$ cat src/rtl/nibble_serial_comp_ctrl.sv
// Serial MSB-first comparator sequencer driving one external 4-bit magnitude comparator.
// Optional feature: define EARLY_EXIT_EN to finish on the first mismatching nibble.
module nibble_serial_comp_ctrl #(
    parameter int NIBBLES = 4
) (
    input  logic                 clk,
    input  logic                 rst,
    input  logic                 start,
    input  logic [4*NIBBLES-1:0] a,
    input  logic [4*NIBBLES-1:0] b,
    output logic [3:0]           cmp_a,
    output logic [3:0]           cmp_b,
    input  logic                 cmp_x,
    input  logic                 cmp_y,
    input  logic                 cmp_z,
    output logic                 busy,
    output logic                 done,
    output logic                 eq,
    output logic                 gt,
    output logic                 lt
);
    localparam int W     = 4 * NIBBLES;
    localparam int IDX_W = (NIBBLES > 1) ? $clog2(NIBBLES) : 1;

    typedef enum logic [1:0] {
        S_IDLE = 2'd0,
        S_RUN  = 2'd1,
        S_DONE = 2'd2
    } state_t;

    state_t             r_state, w_state_next;
    logic [W-1:0]       r_a, r_b, w_a_next, w_b_next;
    logic [IDX_W-1:0]   r_idx, w_idx_next;
    logic               r_mis, w_mis_next;
    logic               r_eq, r_gt, r_lt;
    logic               w_eq_next, w_gt_next, w_lt_next;

    logic [3:0]         w_nib_a [NIBBLES];
    logic [3:0]         w_nib_b [NIBBLES];
    logic               w_first_mis;
    logic               w_last;

    genvar gi;
    generate
        for (gi = 0; gi < NIBBLES; gi = gi + 1) begin : g_nib
            assign w_nib_a[gi] = r_a[gi*4 +: 4];
            assign w_nib_b[gi] = r_b[gi*4 +: 4];
        end
    endgenerate

    // A==B decodes first; A<B is implied by a mismatch without A>B, so cmp_z is redundant.
    logic w_unused_z;
    assign w_unused_z = cmp_z;

    assign w_first_mis = (r_state == S_RUN) && !cmp_x && !r_mis;
`ifdef EARLY_EXIT_EN
    assign w_last = (r_idx == '0) || w_first_mis;
`else
    assign w_last = (r_idx == '0);
`endif

    always_comb begin
        w_state_next = r_state;
        w_a_next     = r_a;
        w_b_next     = r_b;
        w_idx_next   = r_idx;
        w_mis_next   = r_mis;
        w_eq_next    = r_eq;
        w_gt_next    = r_gt;
        w_lt_next    = r_lt;
        cmp_a        = 4'd0;
        cmp_b        = 4'd0;
        busy         = 1'b0;
        done         = 1'b0;
        case (r_state)
            S_IDLE: begin
                if (start) begin
                    w_a_next     = a;
                    w_b_next     = b;
                    w_idx_next   = IDX_W'(NIBBLES - 1);
                    w_mis_next   = 1'b0;
                    w_eq_next    = 1'b0;
                    w_gt_next    = 1'b0;
                    w_lt_next    = 1'b0;
                    w_state_next = S_RUN;
                end
            end
            S_RUN: begin
                busy  = 1'b1;
                cmp_a = w_nib_a[r_idx];
                cmp_b = w_nib_b[r_idx];
                if (w_first_mis) begin
                    w_mis_next = 1'b1;
                    w_gt_next  = cmp_y;
                    w_lt_next  = !cmp_y;
                end
                if (w_last) begin
                    w_state_next = S_DONE;
                    if (!r_mis && cmp_x)
                        w_eq_next = 1'b1;
                end else begin
                    w_idx_next = r_idx - 1'b1;
                end
            end
            S_DONE: begin
                done         = 1'b1;
                w_state_next = S_IDLE;
            end
            default: w_state_next = S_IDLE;
        endcase
    end

    always_ff @(posedge clk) begin
        if (rst) begin
            r_state <= S_IDLE;
            r_a     <= '0;
            r_b     <= '0;
            r_idx   <= '0;
            r_mis   <= 1'b0;
            r_eq    <= 1'b0;
            r_gt    <= 1'b0;
            r_lt    <= 1'b0;
        end else begin
            r_state <= w_state_next;
            r_a     <= w_a_next;
            r_b     <= w_b_next;
            r_idx   <= w_idx_next;
            r_mis   <= w_mis_next;
            r_eq    <= w_eq_next;
            r_gt    <= w_gt_next;
            r_lt    <= w_lt_next;
        end
    end

    assign eq = r_eq;
    assign gt = r_gt;
    assign lt = r_lt;
endmodule

$ cat config.mk
export PLATFORM = sky130hd
export DESIGN_NAME = nibble_serial_comp_ctrl
export DESIGN_NICKNAME = d
export VERILOG_FILES = /design/src/rtl/nibble_serial_comp_ctrl.sv
export SDC_FILE = /design/constraint.sdc
export NUM_CORES = 1
export LEC_CHECK = 0
export ABC_AREA = 1
export BUFFER_PORTS_ARGS = -buffer_cell sky130_fd_sc_hd__buf_2
export CAP_MARGIN = 20
export CORE_AREA = 2 2 51 72
export CTS_CLUSTER_SIZE = 24
export DETAILED_ROUTE_END_ITERATION = 7
export DIE_AREA = 0 0 53 74
export PLACE_DENSITY = 0.91
export SYNTH_ARGS = -nofsm -noshare
export SYNTH_HDL_FRONTEND = slang
export SYNTH_SLANG_ARGS = --single-unit
$ cat constraint.sdc
create_clock -name clk -period 2.09 [get_ports clk]
set_clock_uncertainty 0.15 [all_clocks]
set_input_delay 0.3135 -clock clk [delete_from_list [all_inputs] [get_ports clk]]
set_output_delay 0.3135 -clock clk [all_outputs]
set_load 0.01 [all_outputs]
======== Word level (Yosys, flattened, before mapping) ========
Index checks and enable logic that the tools add are counted.
storage, ports and cells
  register bits ........................... 40
  bits of input ports ..................... 38
  logic and storage cells ................. 58
cells by class
  eq/ne operators ......................... 7
  add/sub/neg operators ................... 1
  magnitude comparators ................... 1
  multiplexer cells ....................... 26
  bitwise gates (word level) .............. 1
  reduce and logical (&&, ||, !) cells .... 14
operators with widths
  kind                   count
  $mux W4                6
  $bmux W4 S2            2
  $mux W1                8
  $mux W2                4
  $ne A2 B2 Y1 const B   4
  $pmux W1 S2            4
  $pmux W2 S2            2
  $reduce_and A3 Y1      2
  $logic_not A2 Y1       2
  $reduce_and A2 Y1      2
  $reduce_and A4 Y1      1
  $ge A3 B3 Y1 const B   1
  $logic_and A1 B1 Y1    3
  $logic_not A1 Y1       3
  $not A2 Y3             1
  $eq A2 B1 Y1 const B   1
  $eq A2 B2 Y1 const B   1
  $ne A2 B1 Y1 const B   1
  $reduce_bool A2 Y1     1
  $sub A2 B1 Y2 const B  1

======== Logic depth before layout (Yosys ltp) ========
Gate-level depths: netlist of run 1.
  depth in word-level cells ............... 5
  gate-level depth with buffers ........... 8

======== Least setup slack after synthesis of run 1 ========
Ideal clock, no wire load.
  kind .................................... register to output
  from .................................... register r_idx[0]
  to ...................................... output cmp_a[0]
  stages on the path, launching flop included .. 6
  data required time ...................... 1.627 ns
  setup slack ............................. 0.645 ns
  arrival time ............................ 0.982 ns
  cell sequence ........................... dfxtp_1 buf_4 inv_2 buf_2 o21ai_0 a21oi_1
on the way
  cells in the longest elaborated chain, start to end .. 5
ends and longest elaborated chain
  item                                        RTL line  text
  start, declared                             33        logic [IDX_W-1:0] r_idx, w_idx_next;
  start signal, assigned                      127       r_idx <= w_idx_next;
  $not A2 Y3 (implied by the code)            90        cmp_a = w_nib_a[r_idx];
  $bmux W4 S2                                 90
  $mux W4 (implied by the code) (2 in a row)  90
  $mux W4                                     75        case (r_state)
  end, declared                               11        output logic [3:0] cmp_a,
Every way passes these cells. The select of a mux whose other input is x is not followed.

======== Worst setup path after layout of run 1 ========
  from .................................... register r_idx[0]
  to ...................................... output cmp_a[2]
Same word-level chain as after synthesis.

==> run metrics, run 1 <==
DRT Pass-1 Iters=4; combinational power share=0.221; routed vias/inst=5.212; fin crit period=just under 2 ns; row cnt=25; FF-to-FF End=r_idx[1]; # diodes=0; Max Slew Vio Count=0; crit end category=primary output; post-synth top area cell=dfxtp_1; first-pass GRT wire length=between 7 and 8 mm; Critical Path RT=1.63 ns; post-synthesis instance area=around 1800 µm²; top post-synthesis cells by area=dfxtp_1, nor2_1, o21ai_0, o21ai_1, a21oi_1; sequential group share of total power=0.517; reg2reg setup slack=0.56 ns; met1 Usage GRT=0.2497; cts bufs inserted=5; Yosys top cell area share=0.4549; post-synthesis mux area share=0; Worst Hold Class=in2reg; Sw Share=0.2997; number of distinct library cells after synthesis=18; Nets=341; Synth Area in XOR/XNOR=0; DRC violations left=0; Setup violations, final=0; worst slack, placed=approximately 0.26 ns; DR vias=around 1800; die area=roughly 4000 µm²; mean area per synthesized cell=just under 7 µm²; max cap viols=0; first-iteration detailed-routing DRC count=between 50 and 60; Tightest Pin Transition=just under 0.9 ns; Area Growth Syn to Fin=16.63%; Worst-path clk slew=~0.070 ns; GRT overflow=0; I/O pins=between 50 and 60; Int Pwr=1200 µW; Final Wtd Congestion=approximately 0.8; Die Ht=about 74 µm; # port buffers=between 40 and 50; largest family of logic cells by synthesized area=simple AND/OR/NAND/NOR gates; EDFF count, synth=0; met2 global-route usage=0.4458; drt wl/cell=between 10 and 15 µm; initial antenna violation count=0; vias in the first global route=about 1700; Hold Path Depth=2; worst skew pair latency=around 0.29 ns; sequential-to-total area share from yosys stat=0.4549; Synth async-reset ratio=0; GR Layer Usage met3=0.06627; post-route clock period utilization=0.9401; Startpoint Class=register; filler cell count=around 320; CTS tree=done; gr usage total=0.2457; crit path DAT=roughly 1.5 ns; sw power=between 500 and 600 µW; adder-cell area share of the yosys netlist=0.007107; outcome=completed; hpwl dp=around 2.9 mm; Synth Net Count=296; core area=roughly 3300 µm²; Hold Crit Endpoint=r_mis; simple-gate share of the synthesized area=0.2708; drt total wl=4.173 mm; fmax=just over 500 MHz; H-Tree Depth=2; Main synth FF type=dfxtp_1; slew margin rel.=0.4101; pwr dens=~830 nW/µm²; worst vdd ir=around 0.72 mV; most common cell in the netlist=nor2_1; RSZ-0062 raised after global routing=false; worst-case hold slack=approximately 0.076 ns; CP Class=reg2out; GR peak layer=met2; Reg2Reg Depth=5; Synth top cells by count=nor2_1, dfxtp_1, o21ai_0, o21ai_1, a21oi_1; Die W=approximately 53 µm; Max FO, Critical Path=8; final-report hold violation count=0; largest net degree at the start of global routing=39; hold path startpoint=rst; antenna-violating nets left=0; maximum buffer depth of the clock tree=2; Clock power frac=0.262; Yosys warnings=0; final worst slack=between 0.1 and 0.15 ns; Root Buffer=clkbuf_8; initial core utilization=0.5360; Hold-fix buffers, CTS=0; setup_tns=0 ns; synthesized instance count=257; Synth Area in Compound Gates=0.1791; leak pwr=around 0.00096 µW; Yosys reg bits=40; clock sink count=40; reg2reg start=r_state[0]; layout cell share with drive strength beyond 1=0.2133
==> cell type report <==
class	count	area, µm²	share of cell area
inverter	14	52.55	0.02559
multi-input combinational	188	804.5	0.3918
sequential	40	802.0	0.3906
tap	40	50.05	0.02438
clock buffer	5	68.82	0.03352
timing repair buffer	53	275.3	0.1341
==> how the worst max path moves through the flow <==
stage                     from  endpoint  cells past startpoint
floorplan             r_idx[0]  cmp_a[0]                      5
global placement           rst    r_b[7]                      4
detailed placement         rst    r_a[5]                      4
CTS                   r_idx[0]  cmp_a[2]                      6
global route        r_state[1]  cmp_a[0]                      4
finish                r_idx[0]  cmp_a[2]                      6
==> cells in the final DEF (no fill, tap or decap), drive strengths merged <==
| cell type | Yosys | routed |
|---|---|---|
| clkinv | 1 | 1 |
| a21oi | 14 | 14 |
| nand2 | 11 | 11 |
| ha | 1 | 1 |
| o21ai | 49 | 49 |
| buf | 12 | 53 |
| dfxtp | 40 | 40 |
| inv | 13 | 13 |
| nor3 | 1 | 1 |
| clkbuf | 3 | 5 |
| nor2 | 108 | 108 |
| nand3 | 4 | 4 |
==> cell families (layout without fill, tap and decap cells) <==
| kind of cell | Yosys count | after routing |
|---|---|---|
| AOI/OAI and AO/OA | 63 | 63 |
| adders and majority gates | 1 | 1 |
| buffers and inverters | 29 | 72 |
| DFF | 40 | 40 |
| and+or+nand+nor | 124 | 124 |
==> layer usage <==
metal / wire (µm) / up-vias / part of all wire
met5: 0 / - / 0
met4: 117 / 0 / 0.028
met3: 239 / 9 / 0.057
met2: 2208 / 46 / 0.53
met1: 1607 / 815 / 0.39
li1: - / 902 / -
==> critical path: stages, from the launching register on <==
cell,delay [ns]
dfxtp_2,0.42
buf_4,0.18
nor2_1,0.05
nor2_1,0.09
o21ai_0,0.13
a21oi_1,0.18
buf_2,0.16
==> through the flow <==
step / total power, µW / instances / cell area, µm² / utilization
4_1_cts: 1720 / 340 / 2052 / 0.6248
5_1_grt: 1812 / 340 / 2053 / 0.6251
3_3_place_gp: 1260 / 335 / 1983 / 0.6038
2_1_floorplan: 1172 / 257 / 1760 / -
6_report: 1714 / 340 / 2053 / 0.6251
3_5_place_dp: 1275 / 335 / 1983 / 0.6038
==> registers in the layout, indices dropped and copies added, names as in the netlist <==
register and count:
eq 1, gt 1, lt 1, r_a 16
r_b 16, r_idx 2, r_mis 1, r_state 2
==> power groups by stage <==
stage	Combinational (µW)	Sequential, µW	Clock [µW]
global route	433	894	485
finish	378	887	449
floorplan	286	886	0
detailed placement	374	902	0
global placement	361	898	0
CTS	378	885	457
==> what timing repair did <==
action	in CTS	in global routing
endpoints found under the setup margin	0	4
setup buffers	0	0
resized for setup	0	2
(Power assumes the default switching activity.)
==> run 2: changes to the inputs <==
--- a/config.mk
+++ b/config.mk
@@ -8,11 +8,12 @@
 export ABC_AREA = 1
 export BUFFER_PORTS_ARGS = -buffer_cell sky130_fd_sc_hd__buf_2
 export CAP_MARGIN = 20
-export CORE_AREA = 2 2 51 72
+export CORE_AREA = 2 2 50 71
+export CTS_BUF_LIST = sky130_fd_sc_hd__clkbuf_4
 export CTS_CLUSTER_SIZE = 24
 export DETAILED_ROUTE_END_ITERATION = 7
-export DIE_AREA = 0 0 53 74
-export PLACE_DENSITY = 0.91
+export DIE_AREA = 0 0 52 73
+export PLACE_DENSITY = 0.94
 export SYNTH_ARGS = -nofsm -noshare
 export SYNTH_HDL_FRONTEND = slang
 export SYNTH_SLANG_ARGS = --single-unit
==> run metrics, run 2 (synthesized netlist as in run 1, its figures left out) <==
Int Pwr=around 1200 µW; sequential group share of total power=0.498; DRT Pass-1 Iters=4; DR vias=1750; crit path DAT=approximately 1.5 ns; outcome=completed; fmax=between 500 and 600 MHz; slew margin rel.=0.6434; gr usage total=0.2351; Die W=around 52 µm; max cap viols=0; RSZ-0062 raised after global routing=true; # diodes=0; Sw Share=0.3028; first-iteration detailed-routing DRC count=55; Worst-path clk slew=roughly 0.12 ns; CP Class=reg2out; drt total wl=approximately 4.1 mm; worst slack, placed=about 0.21 ns; Tightest Pin Transition=0.5338 ns; Clock power frac=0.286; worst-path cell chain=inv_2 -> o21ai_0 -> a21oi_1 -> buf_2; row cnt=25; worst vdd ir=around 0.85 mV; crit end category=primary output; antenna-violating nets left=0; setup_tns=0 ns; total power=1783 µW; combinational power share=0.216; CP max stage delay=0.40 ns; sw power=~540 µW; cts bufs inserted=5; I/O pins=51; Regs by FF count=r_a x16, r_b x16; post-layout util=0.6528; Setup violations, final=0; initial antenna violation count=0; # port buffers=between 40 and 50; CTS tree=done; initial core utilization=0.5464; Max FO, Critical Path=19; Max Slew Vio Count=0; vias in the first global route=between 1500 and 2000; core area=approximately 3200 µm²; leak pwr=0.0009826 µW; Critical Path RT=about 1.6 ns; clock sink count=40; drt wl/cell=~12 µm; H-Tree Depth=2; routed vias/inst=approximately 5.1; fin crit period=between 1.5 and 2 ns; Startpoint Class=register; maximum buffer depth of the clock tree=2; Final Wtd Congestion=0.7910; Die Ht=73 µm; pwr dens=between 800 and 900 nW/µm²; largest net degree at the start of global routing=39; post-route clock period utilization=0.9295; worst skew pair latency=0.36 ns; Area Growth Syn to Fin=19.47%; final-report hold violation count=0; DRC violations left=0; Worst Hold Class=in2reg; layout cell share with drive strength beyond 1=0.2262; worst-case hold slack=0.02967 ns; first-pass GRT wire length=between 6 and 7 mm; final worst slack=roughly 0.15 ns; most frequent cells in the layout=nor2_1, buf_2, dfxtp_1; hpwl dp=about 2.9 mm; Nets=343; Root Buffer=clkbuf_4; commonest non-fill, non-tap cell in the layout=nor2_1; GRT overflow=0; slowest CP cell=dfxtp_4; die area=3796 µm²
## run 2: cell count changes in the layout (fill, tap and decap cells not counted), sizes merged
| cell | delta |
|---|---|
| dlygate4sd3 | +1 |
| bufinv | +1 |
| clkinv | +1 |
| clkinvlp | +1 |
| buf | +1 |
## run 2: worst paths after layout
check / slack (ns) / startpoint / depth (start not counted) / end
max: 0.15 / r_idx[0] / 4 / cmp_a[2]
min: 0.03 / a[6] / 3 / r_a[6]
max reg2reg: 0.55 / r_idx[0] / 5 / r_idx[0]
min reg2reg: 0.32 / eq / 2 / eq
## run 2: through the flow
step / instances / instance area [µm²]
final: 345 / 2103
after floorplan: 257 / 1760
after global routing: 345 / 2103
after CTS: 345 / 2095
after global placement: 336 / 2003
after detailed placement: 336 / 2003
## run 2: worst max-delay path: cells and delay by family, from the launching register on
| family | cells | cell delay [ns] |
|---|---|---|
| buffers and inverters | 2 | 0.37 |
| flip-flops | 1 | 0.40 |
| AO/OA/AOI/OAI | 2 | 0.35 |
## run 2: area by class of cell
type                            count  area, µm²
Tap cell                           40      50.05
Inverter                           14      56.30
Fill cell                         280       1119
Timing Repair Buffer               55      305.3
Clock buffer                        5      37.54
Multi-Input combinational cell    188      807.0
Clock inverter                      3      42.54
Sequential cell                    40      804.5
## run 2: metal layers
metal | up-vias | routed length, µm | track usage
met5 | - | 0 | 0
met4 | 0 | 97 | 0.1287
met3 | 11 | 252 | 0.06967
met2 | 51 | 2153 | 0.3966
met1 | 774 | 1605 | 0.2585
li1 | 914 | - | -
## run 2: power by group through the flow
stage	logic [µW]	clock network, µW	registers [µW]
final	385	510	888
after global routing	441	549	896
after CTS	384	515	887
after detailed placement	380	0	903
after global placement	369	0	898
after floorplan	286	0	886
## run 2: repair_timing
item	CTS	global route
hold endpoints to repair	3	0
setup endpoints to repair	3	12
gates cloned	0	0
setup buffers	0	0
hold buffers	1	0
gates resized for setup	1	3
==> run 3: changes to the inputs <==
==> config.mk (replaced) <==
export PLATFORM = sky130hd
export DESIGN_NAME = nibble_serial_comp_ctrl
export DESIGN_NICKNAME = d
export VERILOG_FILES = /design/src/rtl/nibble_serial_comp_ctrl.sv
export SDC_FILE = /design/constraint.sdc
export NUM_CORES = 1
export LEC_CHECK = 0
export ABC_AREA = 0
export BUFFER_PORTS_ARGS = -buffer_cell sky130_fd_sc_hd__buf_2
export CAP_MARGIN = 20
export CELL_PAD_IN_SITES_DETAIL_PLACEMENT = 1
export CELL_PAD_IN_SITES_GLOBAL_PLACEMENT = 1
export CORE_AREA = 2 2 58 82
export CTS_BUF_LIST = sky130_fd_sc_hd__clkbuf_4
export CTS_CLUSTER_SIZE = 24
export DETAILED_ROUTE_END_ITERATION = 7
export DIE_AREA = 0 0 60 84
export PLACE_DENSITY = 0.92
export SYNTH_ARGS = -nofsm -noshare
export SYNTH_HDL_FRONTEND = slang
export SYNTH_SLANG_ARGS = --single-unit
==> run metrics, run 3 <==
post-synth top area cell=dfxtp_1; commonest non-fill, non-tap cell in the layout=nand2_1; Critical Path RT=between 1.5 and 2 ns; final-report hold violation count=0; worst-case hold slack=approximately 0.044 ns; delay-heaviest family, CP=multiplexers; hold path startpoint=a[8]; Setup violations, final=0; layout cell share with drive strength beyond 1=0.3429; sequential-to-total area share from yosys stat=0.4699; top post-synthesis cells by area=dfxtp_1, nand2_1, a21oi_1, mux4_2, nor2b_1; leak pwr=a little under 0.0009 µW; Synth async-reset ratio=0; fmax=a little under 500 MHz; cts bufs inserted=5; mean area per synthesized cell=~8.7 µm²; Yosys reg bits=40; total power=approximately 1500 µW; Main synth FF type=dfxtp_1; first-iteration detailed-routing DRC count=25; largest net degree at the start of global routing=36; Tightest Pin Transition=about 0.45 ns; reg2reg start=r_idx[0]; slew margin rel.=0.6978; Startpoint Class=register; vias in the first global route=approximately 1500; GRT overflow=0; fin crit period=~2.1 ns; Die Ht=between 80 and 90 µm; Placed Cells=roughly 300; outcome=completed; Root Buffer=clkbuf_4; number of distinct library cells after synthesis=24; DRC violations left=0; Final Wtd Congestion=around 0.73; combinational power share=0.212; CP max stage delay=~0.50 ns; # diodes=0; die area=about 5000 µm²; row cnt=29; drt wl/cell=around 14 µm; filler cell count=approximately 540; worst vdd ir=between 0.3 and 0.4 mV; Max FO, Critical Path=6; slowest CP cell=mux4_2; Die W=60 µm; antenna-violating nets left=0; synthesized instance count=between 150 and 200; post-route clock period utilization=0.9924; H-Tree Depth=2; Synth top cells by count=nand2_1, dfxtp_1, a21oi_1, mux4_2, nor2b_1; Sw Share=0.2827; Yosys top cell area share=0.4699; Synth Net Count=between 200 and 250; Buf+Inv Stages, Crit Path=2; Critical path origin=r_idx[0]; # port buffers=between 40 and 50; sw power=approximately 430 µW; EDFF count, synth=0; Yosys warnings=0; worst-path cell chain=buf_6 -> mux4_2 -> nor2b_4 -> buf_6; most common cell in the netlist=nand2_1; Area Growth Syn to Fin=26.28%; Clock power frac=0.230; most frequent cells in the layout=nand2_1, buf_2, dfxtp_1; DRT Pass-1 Iters=3; pwr dens=between 700 and 800 nW/µm²; Worst Hold Class=in2reg; CP Class=reg2out; initial core utilization=0.3881; Nets=roughly 280; Most common cell on crit path=buf_6; crit path DAT=between 1.5 and 2 ns; first-pass GRT wire length=between 6 and 7 mm; clock sink count=40; CTS tree=done; Worst-path clk slew=around 0.11 ns; max cap viols=0; routed vias/inst=between 4 and 5; Max Slew Vio Count=0; RSZ-0062 raised after global routing=true; sequential group share of total power=0.558; initial antenna violation count=0; core area=4390 µm²; hpwl dp=~3.1 mm; Int Pwr=1101 µW; maximum buffer depth of the clock tree=2; drt total wl=4.196 mm; Regs by FF count=r_a x16, r_b x16; DR vias=around 1500; crit end category=primary output; worst skew pair latency=around 0.34 ns; gr usage total=0.1818; post-layout instance count excluding filler cells=slightly above 300; I/O pins=between 50 and 60; post-synthesis instance area=approximately 1700 µm²
[run 3: cell types whose count changed in the layout (fill, tap and decap cells not counted), sizes merged, moves of 8 or more]
cell	change
nand2	+54
a21oi	+22
nor2	-105
inv	-9
mux4	+8
o21ai	-49
nor2b	+8
[run 3: routing by layer]
layer	global-route usage	wire, µm	vias to the layer above
met1	0.1990	1668	691
met5	0	0	-
met3	0.02791	132	6
met4	0.09091	87	0
met2	0.3221	2309	34
li1	-	-	745
[run 3: cells by family after synthesis]
logic type	synth area share
AO/OA/AOI/OAI	0.1189
adder cells (fa/ha/maj)	0.007341
buffers and inverters	0.05653
flip-flops	0.4699
multiplexers	0.1123
AND/OR/NAND/NOR	0.2349
[run 3: worst paths after layout]
kind	endpoint	slack, ns	cells past startpoint
worst max-delay path	cmp_b[3]	0.02	4
worst min register to register	r_a[13]	0.31	2
worst max register to register	r_idx[1]	0.31	6
worst min-delay path	r_a[8]	0.04	3
[run 3: what timing repair did]
item | in CTS | in global routing
buffers inserted | 1 | 0
hold buffers | 0 | 0
setup endpoints to repair | 8 | 8
resized for setup | 13 | 8
[run 3: final cells by class]
cell class	instances	area, µm²	area share
Sequential cell	40	803.3	0.3733
Timing Repair Buffer	57	350.3	0.1628
Clock buffer	5	37.54	0.01744
Multi-Input combinational cell	137	860.8	0.4000
Tap cell	62	77.57	0.03605
Inverter	4	15.01	0.006977
Clock inverter	2	7.507	0.003488
[run 3: power by group through the flow]
stage,registers [µW],clock network [µW],logic [µW]
after floorplan,856,0,211
after global placement,866,0,287
after detailed placement,872,0,301
after CTS,857,372,320
after global routing,864,407,362
final,857,352,325
[run 3: per-stage QoR]
stage,worst slack (ns),setup TNS (ns),utilization,area (µm²)
floorplan,0.3867,0,-,1704
global placement,0.3710,0,0.4565,2004
detailed placement,0.2681,0,0.4565,2004
CTS,-0.01341,-0.05860,0.4808,2111
global route,-0.06830,-0.4330,0.4902,2152
finish,0.01581,0,0.4902,2152
[run 3: worst reg2reg max path: stages, from the launching register on]
cell and delay, ns:
dfxtp_2 0.36, buf_6 0.14, inv_1 0.06, ha_1 0.23, nor3b_1 0.36, nor2_1 0.14, a221oi_1 0.25
